--- config.mk ---
export PLATFORM = sky130hd
export DESIGN_NAME = bcd_display_driver
export DESIGN_NICKNAME = d
export VERILOG_FILES = /design/src/rtl/bcd_display_pkg.sv /design/src/rtl/bcd_display_driver_scan.sv /design/src/rtl/bcd_display_driver.sv
export SDC_FILE = /design/constraint.sdc
export NUM_CORES = 1
export LEC_CHECK = 0
export ABC_AREA = 0
export CAP_MARGIN = 20
export CORE_ASPECT_RATIO = 0.7
export CORE_UTILIZATION = 50
export DETAILED_ROUTE_END_ITERATION = 10
export PLACE_DENSITY = 0.81
export SETUP_SLACK_MARGIN = 0.15
export SYNTH_ARGS = -nofsm -noshare
export SYNTH_HDL_FRONTEND = slang
export SYNTH_HIERARCHICAL = 1
export SYNTH_SLANG_ARGS = --single-unit
--- constraint.sdc ---
create_clock -name clk -period 1.9 [get_ports clk]
set_input_delay 0.285 -clock clk [delete_from_list [all_inputs] [get_ports clk]]
set_output_delay 0.285 -clock clk [all_outputs]
set_load 0.02 [all_outputs]
--- src/rtl/bcd_display_pkg.sv ---
// Shared types and elaboration-time helpers for the BCD display driver.
package bcd_display_pkg;

  typedef enum logic [1:0] {
    IDLE  = 2'd0,
    SHIFT = 2'd1,
    DONE  = 2'd2
  } state_t;

  // Largest value representable in the given number of decimal digits.
  function automatic longint unsigned max_val(input int unsigned digits);
    longint unsigned p;
    p = 1;
    for (int unsigned i = 0; i < digits; i++) p = p * 10;
    return p - 1;
  endfunction

  // Scratch width in bits: enough nibbles for both the displayed digits and
  // the largest value the binary input can carry.
  function automatic int unsigned scratch_w(input int unsigned bin_w,
                                            input int unsigned digits);
    longint unsigned v;
    int unsigned     n;
    v = (bin_w >= 64) ? '1 : ((64'd1 << bin_w) - 64'd1);
    n = 0;
    while (v != 0) begin
      v = v / 10;
      n++;
    end
    if (n < digits) n = digits;
    if (n == 0) n = 1;
    return 4 * n;
  endfunction

  // Double-dabble correction: nibbles of 5 or more get 3 added before a shift.
  function automatic logic [3:0] add3(input logic [3:0] n);
    return (n >= 4'd5) ? n + 4'd3 : n;
  endfunction

endpackage

--- src/rtl/bcd_display_driver_scan.sv ---
// Digit scan multiplexer: prescaler, slot index, leading-zero blanking and
// registered digit_out/anode_n for a common-anode display.
module display_scan_mux #(
  parameter int unsigned DIGITS   = 4,
  parameter int unsigned SCAN_DIV = 50000,
  parameter int unsigned BLANK_LZ = 1
) (
  input  logic                  clk,
  input  logic                  rst_n,
  input  logic [4*DIGITS-1:0]   bcd_digits,
  output logic [3:0]            digit_out,
  output logic [DIGITS-1:0]     anode_n
);

  localparam int unsigned PS_W  = (SCAN_DIV > 1) ? $clog2(SCAN_DIV) : 1;
  localparam int unsigned IDX_W = (DIGITS > 1) ? $clog2(DIGITS) : 1;

  logic [PS_W-1:0]   ps;
  logic [IDX_W-1:0]  idx;
  logic [IDX_W-1:0]  idx_nxt;
  logic              tc;
  logic [DIGITS-1:0] blank;
  logic              zero_run;

  // Terminal count of the prescaler and the next slot index.
  always_comb begin
    tc      = (ps == PS_W'(SCAN_DIV - 1));
    idx_nxt = idx;
    if (tc) idx_nxt = (idx == IDX_W'(DIGITS - 1)) ? '0 : idx + IDX_W'(1);
  end

  // A slot above 0 is blank when it and every more significant digit are zero.
  always_comb begin
    blank    = '0;
    zero_run = 1'b1;
    for (int unsigned k = 0; k < DIGITS; k++) begin
      int unsigned i;
      i        = DIGITS - 1 - k;
      zero_run = zero_run & (bcd_digits[4*i +: 4] == 4'd0);
      if (BLANK_LZ != 0 && i != 0) blank[i] = zero_run;
    end
  end

  // Outputs are registered from the next index so they move together with it.
  always_ff @(posedge clk or negedge rst_n) begin
    if (!rst_n) begin
      ps        <= '0;
      idx       <= '0;
      digit_out <= '0;
      anode_n   <= ~DIGITS'(1);
    end else begin
      ps        <= tc ? '0 : ps + PS_W'(1);
      idx       <= idx_nxt;
      digit_out <= bcd_digits[4*idx_nxt +: 4];
      anode_n   <= blank[idx_nxt] ? '1 : ~(DIGITS'(1) << idx_nxt);
    end
  end

endmodule

--- src/rtl/bcd_display_driver.sv ---
// Binary-to-BCD converter (sequential double dabble) with start/busy/done
// handshake, feeding a time-multiplexed common-anode digit scanner.
module bcd_display_driver
  import bcd_display_pkg::*;
#(
  parameter int unsigned BIN_W    = 14,
  parameter int unsigned DIGITS   = 4,
  parameter int unsigned SCAN_DIV = 50000,
  parameter int unsigned BLANK_LZ = 1
) (
  input  logic                  clk,
  input  logic                  rst_n,
  input  logic                  start,
  input  logic [BIN_W-1:0]      bin_in,
  output logic                  busy,
  output logic                  done,
  output logic                  overflow,
  output logic [4*DIGITS-1:0]   bcd_digits,
  output logic [3:0]            digit_out,
  output logic [DIGITS-1:0]     anode_n
);

  localparam int unsigned     SW      = scratch_w(BIN_W, DIGITS);
  localparam int unsigned     NIB     = SW / 4;
  localparam int unsigned     CNT_W   = $clog2(BIN_W + 1);
  localparam longint unsigned MAX_VAL = max_val(DIGITS);

  state_t           state;
  logic [BIN_W-1:0] bin_sr;
  logic [SW-1:0]    scratch;
  logic [SW-1:0]    scratch_adj;
  logic [CNT_W-1:0] cnt;
  logic             ovf_pend;

  assign busy = (state != IDLE);

  // Per-nibble add-3 correction applied ahead of each shift.
  always_comb begin
    scratch_adj = '0;
    for (int unsigned i = 0; i < NIB; i++)
      scratch_adj[4*i +: 4] = add3(scratch[4*i +: 4]);
  end

  // Conversion FSM and datapath; start is refused while done is high.
  always_ff @(posedge clk or negedge rst_n) begin
    if (!rst_n) begin
      state      <= IDLE;
      bin_sr     <= '0;
      scratch    <= '0;
      cnt        <= '0;
      ovf_pend   <= 1'b0;
      overflow   <= 1'b0;
      done       <= 1'b0;
      bcd_digits <= '0;
    end else begin
      done <= 1'b0;
      case (state)
        IDLE: begin
          if (start && !done) begin
            bin_sr   <= bin_in;
            scratch  <= '0;
            cnt      <= CNT_W'(BIN_W);
            ovf_pend <= (64'(bin_in) > MAX_VAL);
            state    <= SHIFT;
          end
        end
        SHIFT: begin
          {scratch, bin_sr} <= {scratch_adj, bin_sr} << 1;
          cnt               <= cnt - CNT_W'(1);
          if (cnt == CNT_W'(1)) state <= DONE;
        end
        DONE: begin
          bcd_digits <= ovf_pend ? {DIGITS{4'h9}} : scratch[4*DIGITS-1:0];
          overflow   <= ovf_pend;
          done       <= 1'b1;
          state      <= IDLE;
        end
        default: state <= IDLE;
      endcase
    end
  end

  display_scan_mux #(
    .DIGITS  (DIGITS),
    .SCAN_DIV(SCAN_DIV),
    .BLANK_LZ(BLANK_LZ)
  ) u_scan (
    .clk       (clk),
    .rst_n     (rst_n),
    .bcd_digits(bcd_digits),
    .digit_out (digit_out),
    .anode_n   (anode_n)
  );

endmodule
==> run_results.csv, run 1 <==
group,metric,value,unit
yosys,async_flop_share,100.0,%
floorplanning,fp.coreArea,7547,sq um
global_routing,antenna_found_initial,0,
route,dr.pass1.iters,5,
critical_path,r2r.worst_path.cells,6,
critical_path,timing.rr.end,"u_scan/digit_out[1]",
timing,timing.final.ws_setup,0.06829,ns
critical_path,endpoint_kind,"flop",
global_routing,grt_pass1_wl,15.54,mm
yosys,yosysWarnings,6,
timing,fmax,545.9,MHz
timing,finalHoldViolations,0,
critical_path,worst_ep_arrival_time,2.09,ns
timing,post-route-min-period,1.832,ns
timing,period_share,96.41,%
power_and_ir_drop,p_leak,2.381,nW
placed_design,place_area,4676,sq um
route,drc,0,
global_routing,globalRouteOverflowTotal,0,
yosys,synth_edf_count,0,
route,drt_iter0_markers,287,
timing,slew_viol_final,0,
floorplanning,die_y,77.08,um
cts,clk_pin_slew,0.06,ns
yosys,post_synth_instance_area,4026,sq um
route,drt-total-wl,9.554,mm
floorplanning,fp.dieW,109.3,um
global_routing,first_global_vias,3281,
timing,fin_setup_tns,0,ns
floorplanning,ios,44,
timing,clock_skew,0.004118,ns
power_and_ir_drop,finalPower,7.245,mW
critical_path,crit_type,"reg2reg",
floorplanning,rows,26,
route,antenna_left,0,
cts,numCtsBuffers,9,
critical_path,worstSetupStartpointType,"flop",
min_path,worstHoldPathType,"in2async",
global_routing,gr-usage-all-layers,24.08,%
critical_path,crit_path_max_fanout,7,
timing,rsz0062_at_grt,"true",
layout,final_util,67.77,%
cts,ctsLongestPathBuffers,2,
flow_run,drv_cap,0,
route,wl_per_cell,16.64,um
layout,antennaDiodeCount,0,
critical_path,r2r-start,"u_scan/ps[10]",
floorplanning,dieArea,8421,sq um
floorplanning,start_util,53.35,%
timing,tightest_slew,0.6098,ns
cts,cts_tree,"yes",
layout,finalNetCount,500,
yosys,syn_inst,406,
outcome,status,"finished, final reports clean",
cts,cts_root_buffer,"clkbuf_16",
yosys,synth_seq_cells,81,
power_and_ir_drop,power_density,1417,nW/um^2
placed_design,gp_congestion,0.8679,
yosys,syn_nets,435,
placed_design,pre_cts_slack,-0.005443,ns
layout,final_area,5115,sq um
placed_design,portBuffers,43,
layout,drive_gt1_share,16.18,%
cts,clk_latency,0.34,ns
yosys,synthFlopType,"dfrtp_1",
power_and_ir_drop,ir_drop,1.024,mV
cts,htree_levels,3,
route,via_count,3329,
layout,area_delta_synth_final,27.04,%
global_routing,grt_max_degree,45,
yosys,yosysUniqueCellTypes,56,
cts,cts.sinks,81,
critical_path,rrSetupSlack,0.07,ns
layout,finalNonFillerCells,574,
timing,max_slew_margin,59.35,%
timing,hold-worst-slack,0.4355,ns
yosys,syn_avg_cell_area,9.917,sq um
critical_path,worstPathRequired,2.16,ns
placed_design,dp_hpwl,6.544,mm
placed_design,dp.cells,551,
yosys,seq_area_frac_synth,50.44,%
timing,report.final.setup_viol,0,
route,vias_per_cell,5.800,
[Yosys cell counts, types with 3 or more instances]
master      n  area share [%]
buf_2       9             1.1
xnor2_1     7             1.5
a22oi_1     6             1.1
mux2i_1     5             1.2
o21ai_0    15             1.9
and3_1      5            0.78
o311ai_0    4            0.87
o21a_1      4            0.75
inv_1      20             1.9
a311oi_1    4            0.87
o32ai_1     3            0.65
buf_6       3            0.84
nor2b_1     6            0.93
clkbuf_1    7            0.65
nand3_1    13             1.6
o2111ai_1   8             1.7
nor4_1      3            0.47
buf_4       4            0.75
nand2_1    66             6.2
o221ai_1    4            0.87
dfrtp_1    78              48
nor2_1     34             3.2
o22ai_1     4            0.62
xor2_1     10             2.2
nor3_1      9             1.1
a32oi_1     4            0.87
o31ai_1     9             1.7
nand3_2     6             1.5
dfstp_2     3             2.0
a31oi_1    10             1.6
ha_1       12             3.7
[where the power goes]
group	switching, mW	total [mW]	internal (mW)
registers	0.520	2.75	2.23
logic	1.41	2.51	1.10
clock network	0.698	1.98	1.28
total	2.63	7.25	4.61
[routing by layer]
metal / vias to the layer above / routed length [um] / track usage, %
met4: 0 / 123 / 8.267
met1: 1639 / 4378 / 33.02
met3: 14 / 562 / 5.782
li1: 1570 / - / -
met5: - / 0 / 0
met2: 106 / 4490 / 37.23
[placed cells by master (no fill, tap or decap), types with 4 or more instances in the layout]
cell type,n
inv_1,20
a31oi_1,10
and3_1,4
clkdlybuf4s50_1,33
o221ai_1,4
nand2_1,66
clkbuf_16,9
mux2i_1,4
xor2_1,10
xnor2_1,7
a32oi_1,4
a22oi_1,6
dfrtp_1,78
nand3_1,13
o21ai_0,15
nor2_1,34
nand3_2,6
dlymetal6s2s_1,7
o2111ai_1,8
o21a_1,4
buf_4,31
ha_1,11
nor2b_1,5
o31ai_1,9
nor3_1,9
o22ai_1,4
[state kept, by name, indices dropped and copies added (netlist names), 4 cells and up]
register / flops
scratch: 16
u_scan/digit_out: 4
cnt: 4
u_scan/ps: 16
bin_sr: 14
u_scan/anode_n: 4
bcd_digits: 16
[cells by family after synthesis]
group	count (synthesis)	share of synthesized area, %
fa+ha+maj	12	3.729
xor+xnor	17	3.698
mux	7	1.864
compound gates	83	14.88
flops	81	50.44
simple gates	160	19.61
buf+inv	46	5.780
[final cells by class]
| class | instances | area (sq um) |
|---|---|---|
| timing repair buffer | 78 | 734.5 |
| tap | 98 | 122.6 |
| fill | 568 | 2432 |
| inverter | 22 | 82.58 |
| clock buffer | 9 | 225.2 |
| clock inverter | 7 | 118.9 |
| sequential | 81 | 2031 |
| multi-input combinational | 279 | 1800 |
[worst max-delay path, cell delays in order, from the launching register on]
cell	delay, ns
dfrtp_1	0.42
nor4b_2	0.33
and4_4	0.33
mux2i_2	0.25
buf_4	0.19
a311oi_2	0.05
a32oi_1	0.18
[what timing repair did]
item                                   4_1_cts  5_1_grt
buffers inserted                             3        2
pin swaps                                    1        7
resized for setup                            5       12
endpoints found under the hold margin       30        0
cloned                                       0        1
hold buffers                                 1        0
setup endpoints to repair                    9       16
[worst max path at each step]
stage,start,end,slack [ns]
finish,u_scan/ps[10],u_scan/digit_out[1],0.07
global route,u_scan/ps[10],u_scan/digit_out[1],-0.01
CTS,u_scan/ps[10],u_scan/digit_out[3],0.15
detailed placement,u_scan/ps[10],u_scan/digit_out[3],-0.005
global placement,start,scratch[1],0.08
floorplan,u_scan/ps[0],u_scan/digit_out[3],0.15
(Power assumes the default switching activity.)
==> run 2, diff against run 1 <==
PLACE_DENSITY = 0.7   (was 0.81)
clock period = 1.7 ns   (was 1.9 ns; I/O delays follow)
==> run 2 against run 1 <==
Net effect:
- the flow now finishes with violations (negative setup slack)
- non-clock buffer count increased by 15
- final cell count grew 2.6%
- via count rose by 1.1%
- die area unchanged
- final area rose by 4.8%
- critical endpoint is now u_scan/digit_out[0]
- register-to-register slack got worse by 0.18 ns
- clock power fell by 3%
- largest power group is now combinational cells
==> run_results.csv, run 2 (synthesized netlist as in run 1, its figures left out) <==
group,metric,value,unit
layout,area_delta_synth_final,33.10,%
cts,cts_tree,"yes",
timing,slew_viol_final,0,
placed_design,portBuffers,43,
layout,antennaDiodeCount,0,
floorplanning,die_y,77.08,um
route,drt-total-wl,9.698,mm
cts,ctsLongestPathBuffers,2,
placed_design,dp.cells,561,
timing,tightest_slew,0.6347,ns
cts,numCtsBuffers,9,
placed_design,gp_congestion,0.8011,
critical_path,cp-startpoint,"u_scan/ps[5]",
critical_path,crit_type,"reg2reg",
layout,finalNetCount,515,
cts,clk_latency,0.34,ns
layout,final_area,5359,sq um
route,wl_per_cell,16.47,um
timing,finalHoldViolations,0,
global_routing,antenna_found_initial,0,
timing,post-route-min-period,1.807,ns
critical_path,r2r.worst_path.cells,6,
min_path,worstHoldPathType,"in2async",
cts,cts.sinks,81,
placed_design,place_area,4801,sq um
timing,period_share,106.3,%
timing,rsz0062_at_grt,"true",
timing,fmax,553.5,MHz
floorplanning,fp.coreArea,7547,sq um
floorplanning,fp.dieW,109.3,um
global_routing,globalRouteOverflowTotal,0,
global_routing,grt_max_degree,45,
critical_path,worstPathRequired,1.94,ns
power_and_ir_drop,finalPower,8.060,mW
critical_path,timing.rr.end,"u_scan/digit_out[0]",
floorplanning,ios,44,
critical_path,endpoint_kind,"flop",
layout,final_util,71.00,%
global_routing,gr-usage-all-layers,23.16,%
timing,report.final.setup_viol,6,
flow_run,drv_cap,0,
cts,cts_root_buffer,"clkbuf_16",
layout,fill_cells,557,
route,drt_iter0_markers,234,
route,via_count,3366,
layout,layout_common_cells,"dfrtp_1 (75), nand2_1 (65), buf_4 (35), nor2_1 (34)",
critical_path,critPathCapture,"u_scan/digit_out[0]",
timing,clock_skew,0.008363,ns
floorplanning,rows,26,
route,antenna_left,0,
critical_path,worstSetupStartpointType,"flop",
critical_path,rrSetupSlack,-0.11,ns
timing,max_slew_margin,57.69,%
outcome,violations,"negative setup slack",
floorplanning,start_util,53.35,%
power_and_ir_drop,p_leak,2.536,nW
route,vias_per_cell,5.715,
global_routing,grt_pass1_wl,14.92,mm
power_and_ir_drop,ir_drop,0.7972,mV
critical_path,worst_ep_arrival_time,2.05,ns
layout,finalNonFillerCells,589,
critical_path,r2r-start,"u_scan/ps[5]",
timing,hold-worst-slack,0.3543,ns
layout,drive_gt1_share,22.81,%
outcome,status,"finished, violations left",
route,dr.pass1.iters,5,
critical_path,crit_path_max_fanout,8,
power_and_ir_drop,power_density,1504,nW/um^2
global_routing,first_global_vias,3115,
timing,timing.final.ws_setup,-0.1067,ns
route,drc,0,
floorplanning,dieArea,8421,sq um
layout,final_common_cell,"dfrtp_1",
layout,reg_top3,"bcd_digits x16, scratch x16, u_scan/ps x16",
cts,htree_levels,3,
cts,clk_pin_slew,0.06,ns
placed_design,dp_hpwl,6.289,mm
==> run 2: cell types whose count changed in the layout (fill, tap and decap cells not counted), sizes merged <==
cell | before | now
clkdlybuf4s50 | 33 | 17
clkbuf | 9 | 12
dlymetal6s2s | 7 | 4
dlygate4sd2 | 2 | 20
buf | 35 | 50
bufinv | 3 | 1
==> run 2: critical path: stages, from the launching register on <==
cell and delay, ns:
dfrtp_1 0.39, nor4bb_2 0.28, and4_4 0.34, mux2i_4 0.26, buf_6 0.15, nand2_1 0.07
a32oi_1 0.21
==> run 2: routing by layer <==
metal  global-route usage [%]  vias to the layer above  wire [um]
li1                         -                     1609          -
met1                    32.76                     1623       4524
met2                    34.09                      114       4463
met3                    7.058                       20        523
met4                    6.933                        0        187
met5                        0                        -          0
==> run 2: power breakdown <==
part           leakage (nW)  internal, mW  switching (mW)  total [mW]
Combinational          1.38          1.34            1.73        3.07
Sequential             1.01          2.50           0.559        3.06
Clock                 0.142          1.17           0.759        1.93
==> run 2: worst min-delay path by stage <==
stage           from             to  slack, ns  cells after the start
2_1_floorplan  rst_n  bcd_digits[0]      -0.04                      0
3_5_place_dp   rst_n   u_scan/ps[6]       0.18                      1
5_1_grt        rst_n  u_scan/ps[13]       0.41                      2
3_3_place_gp   rst_n  u_scan/ps[13]       0.18                      1
4_1_cts        rst_n  u_scan/ps[13]       0.36                      2
6_report       rst_n  u_scan/ps[13]       0.35                      2
==> run 2: area by class of cell <==
type | count | area (sq um) | area share, %
tap | 98 | 122.6 | 2.288
multi-input combinational | 279 | 1906 | 35.56
clock inverter | 5 | 55.05 | 1.027
timing repair buffer | 93 | 915.9 | 17.09
clock buffer | 11 | 242.7 | 4.530
sequential | 81 | 2034 | 37.96
inverter | 22 | 82.58 | 1.541
==> run 2: through the flow <==
step	setup slack, ns	TNS, ns
floorplan	-0.04897	-0.1728
global placement	-0.08630	-0.9683
detailed placement	-0.1224	-1.563
CTS	-0.06516	-0.1460
global route	-0.1702	-1.072
finish	-0.1067	-0.4372
==> run 2: what timing repair did <==
action	4_1_cts	5_1_grt
gates cloned	0	1
hold buffers	1	0
endpoints found under the setup margin	40	50
buffers inserted	2	8
pin swaps	5	10
endpoints found under the hold margin	19	0
resized for setup	34	38
==> run 3, diff against run 2 <==
SETUP_SLACK_MARGIN = 0.3   (was 0.15)
==> run 3 against run 2 <==
Net effect:
- total power is 13% higher
- highest routed layer unchanged
- the run still ends with negative setup slack left
- routed wire length up 7.8%
- register-to-register slack about the same
- non-clock buffer count grew 17
- final cell count rose by 3.1%
- largest cell class is now multi-input gates
==> run_results.csv, run 3 (synthesized netlist as in run 1, its figures left out) <==
group,metric,value,unit
critical_path,max_stage_delay,0.42,ns
power_and_ir_drop,power_density,1564,nW/um^2
timing,fmax,551.5,MHz
critical_path,worstPathRequired,1.95,ns
critical_path,endpoint_kind,"flop",
cts,numCtsBuffers,9,
critical_path,r2r-start,"u_scan/ps[13]",
critical_path,path_cells,"and4bb_2, and4_4, mux2i_4, buf_6, a311oi_1, a32oi_1",
timing,finalHoldViolations,0,
route,drt_iter0_markers,189,
critical_path,worstSetupStartpointType,"flop",
cts,cts_root_buffer,"clkbuf_16",
power_and_ir_drop,ir_drop,1.065,mV
timing,rsz0062_at_grt,"true",
cts,htree_levels,3,
critical_path,worst_path_max_delay_cell,"dfrtp_1",
route,wl_per_cell,17.22,um
global_routing,antenna_found_initial,0,
floorplanning,start_util,53.35,%
route,via_count,3500,
route,vias_per_cell,5.766,
cts,clk_latency,0.34,ns
critical_path,crit_path_max_fanout,5,
timing,max_slew_margin,55.58,%
cts,clk_pin_slew,0.06,ns
timing,timing.final.ws_setup,-0.1133,ns
floorplanning,fp.dieW,109.3,um
global_routing,grt_max_degree,39,
floorplanning,fp.coreArea,7547,sq um
timing,tightest_slew,0.6662,ns
critical_path,worst_ep_arrival_time,2.06,ns
layout,antennaDiodeCount,0,
layout,drive_gt1_share,34.18,%
global_routing,globalRouteOverflowTotal,0,
layout,reg_top3,"bcd_digits x16, scratch x16, u_scan/ps x16",
layout,finalNetCount,533,
route,antenna_left,0,
floorplanning,rows,26,
global_routing,gr-usage-all-layers,25.95,%
cts,ctsLongestPathBuffers,2,
placed_design,pre_cts_slack,-0.1198,ns
layout,layout_common_cells,"dfrtp_1 (74), nand2_1 (64), buf_4 (40), nor2_1 (32), buf_6 (22)",
route,drt-total-wl,10.45,mm
placed_design,portBuffers,43,
power_and_ir_drop,finalPower,9.126,mW
critical_path,rrSetupSlack,-0.11,ns
critical_path,r2r.worst_path.cells,6,
placed_design,dp_hpwl,6.497,mm
flow_run,drv_cap,0,
global_routing,first_global_vias,3381,
route,drc,0,
min_path,worstHoldPathType,"in2async",
timing,report.final.setup_viol,9,
layout,area_delta_synth_final,44.90,%
layout,final_common_cell,"dfrtp_1",
layout,finalNonFillerCells,607,
power_and_ir_drop,p_leak,2.660,nW
outcome,status,"finished, violations left",
timing,slew_viol_final,0,
floorplanning,ios,44,
route,dr.pass1.iters,4,
cts,cts.sinks,81,
placed_design,gp_congestion,0.8383,
outcome,violations,"negative setup slack",
timing,period_share,106.7,%
cts,cts_tree,"yes",
floorplanning,die_y,77.08,um
floorplanning,dieArea,8421,sq um
timing,hold-worst-slack,0.3805,ns
critical_path,crit_type,"reg2reg",
timing,clock_skew,0.005425,ns
global_routing,grt_pass1_wl,16.75,mm
timing,post-route-min-period,1.813,ns
critical_path,timing.rr.end,"u_scan/digit_out[1]",
placed_design,dp.cells,566,
[run 3: stage by stage]
step                      TNS (ns)  util (%)  cell area (sq um)
after global placement      -1.142     64.09               4837
after floorplan            -0.1728         -               4090
final                      -0.4569     77.30               5834
after detailed placement    -1.889     64.09               4837
after global routing        -1.106     77.30               5834
after CTS                  -0.1124     72.93               5504
[run 3: layout make-up]
cell class                      count  area (sq um)
Inverter                           22         82.58
Fill cell                         481          1713
Clock buffer                       14         274.0
Sequential cell                    81          2036
Timing Repair Buffer              110          1056
Clock inverter                      2         35.03
Multi-Input combinational cell    280          2228
Tap cell                           98         122.6
[run 3: worst max path at each step]
stage             startpoint                  end  slack [ns]  cells after the start
2_1_floorplan   u_scan/ps[0]  u_scan/digit_out[3]       -0.05                      8
3_3_place_gp           start             ovf_pend       -0.09                      4
3_5_place_dp           start          scratch[11]       -0.12                      5
4_1_cts         u_scan/ps[1]  u_scan/digit_out[1]       -0.05                      7
5_1_grt         u_scan/ps[1]  u_scan/digit_out[1]       -0.17                      7
6_report       u_scan/ps[13]  u_scan/digit_out[1]       -0.11                      6
[run 3: worst max-delay path: cells and delay by family (launching register included)]
family                 cells  cell delay, ns
and+or+nand+nor            2            0.60
DFF                        1            0.42
muxes                      1            0.31
AOI/OAI and AO/OA          2            0.24
buffers and inverters      1            0.16
[run 3: timing repair]
item                       in CTS  in global routing
buffers inserted               12                  8
pin swaps                      11                 17
setup endpoints to repair      92                 81
gates resized for setup        92                 62
hold endpoints to repair       22                  0
gates cloned                    3                  1
hold buffers                    1                  0
[run 3: power by group]
part	total (mW)	internal, mW	leakage [nW]	switching (mW)
logic	4.01	1.83	1.50	2.17
registers	3.11	2.50	1.01	0.604
clock network	2.02	1.26	0.153	0.759
total	9.13	5.59	2.66	3.54
[run 3: per-layer routing]
layer	vias up	wire [um]	GRT usage (%)
met1	1726	4822	35.61
met5	-	0	0
met2	109	4961	40.38
met3	21	517	7.228
met4	0	150	6.800
li1	1644	-	-
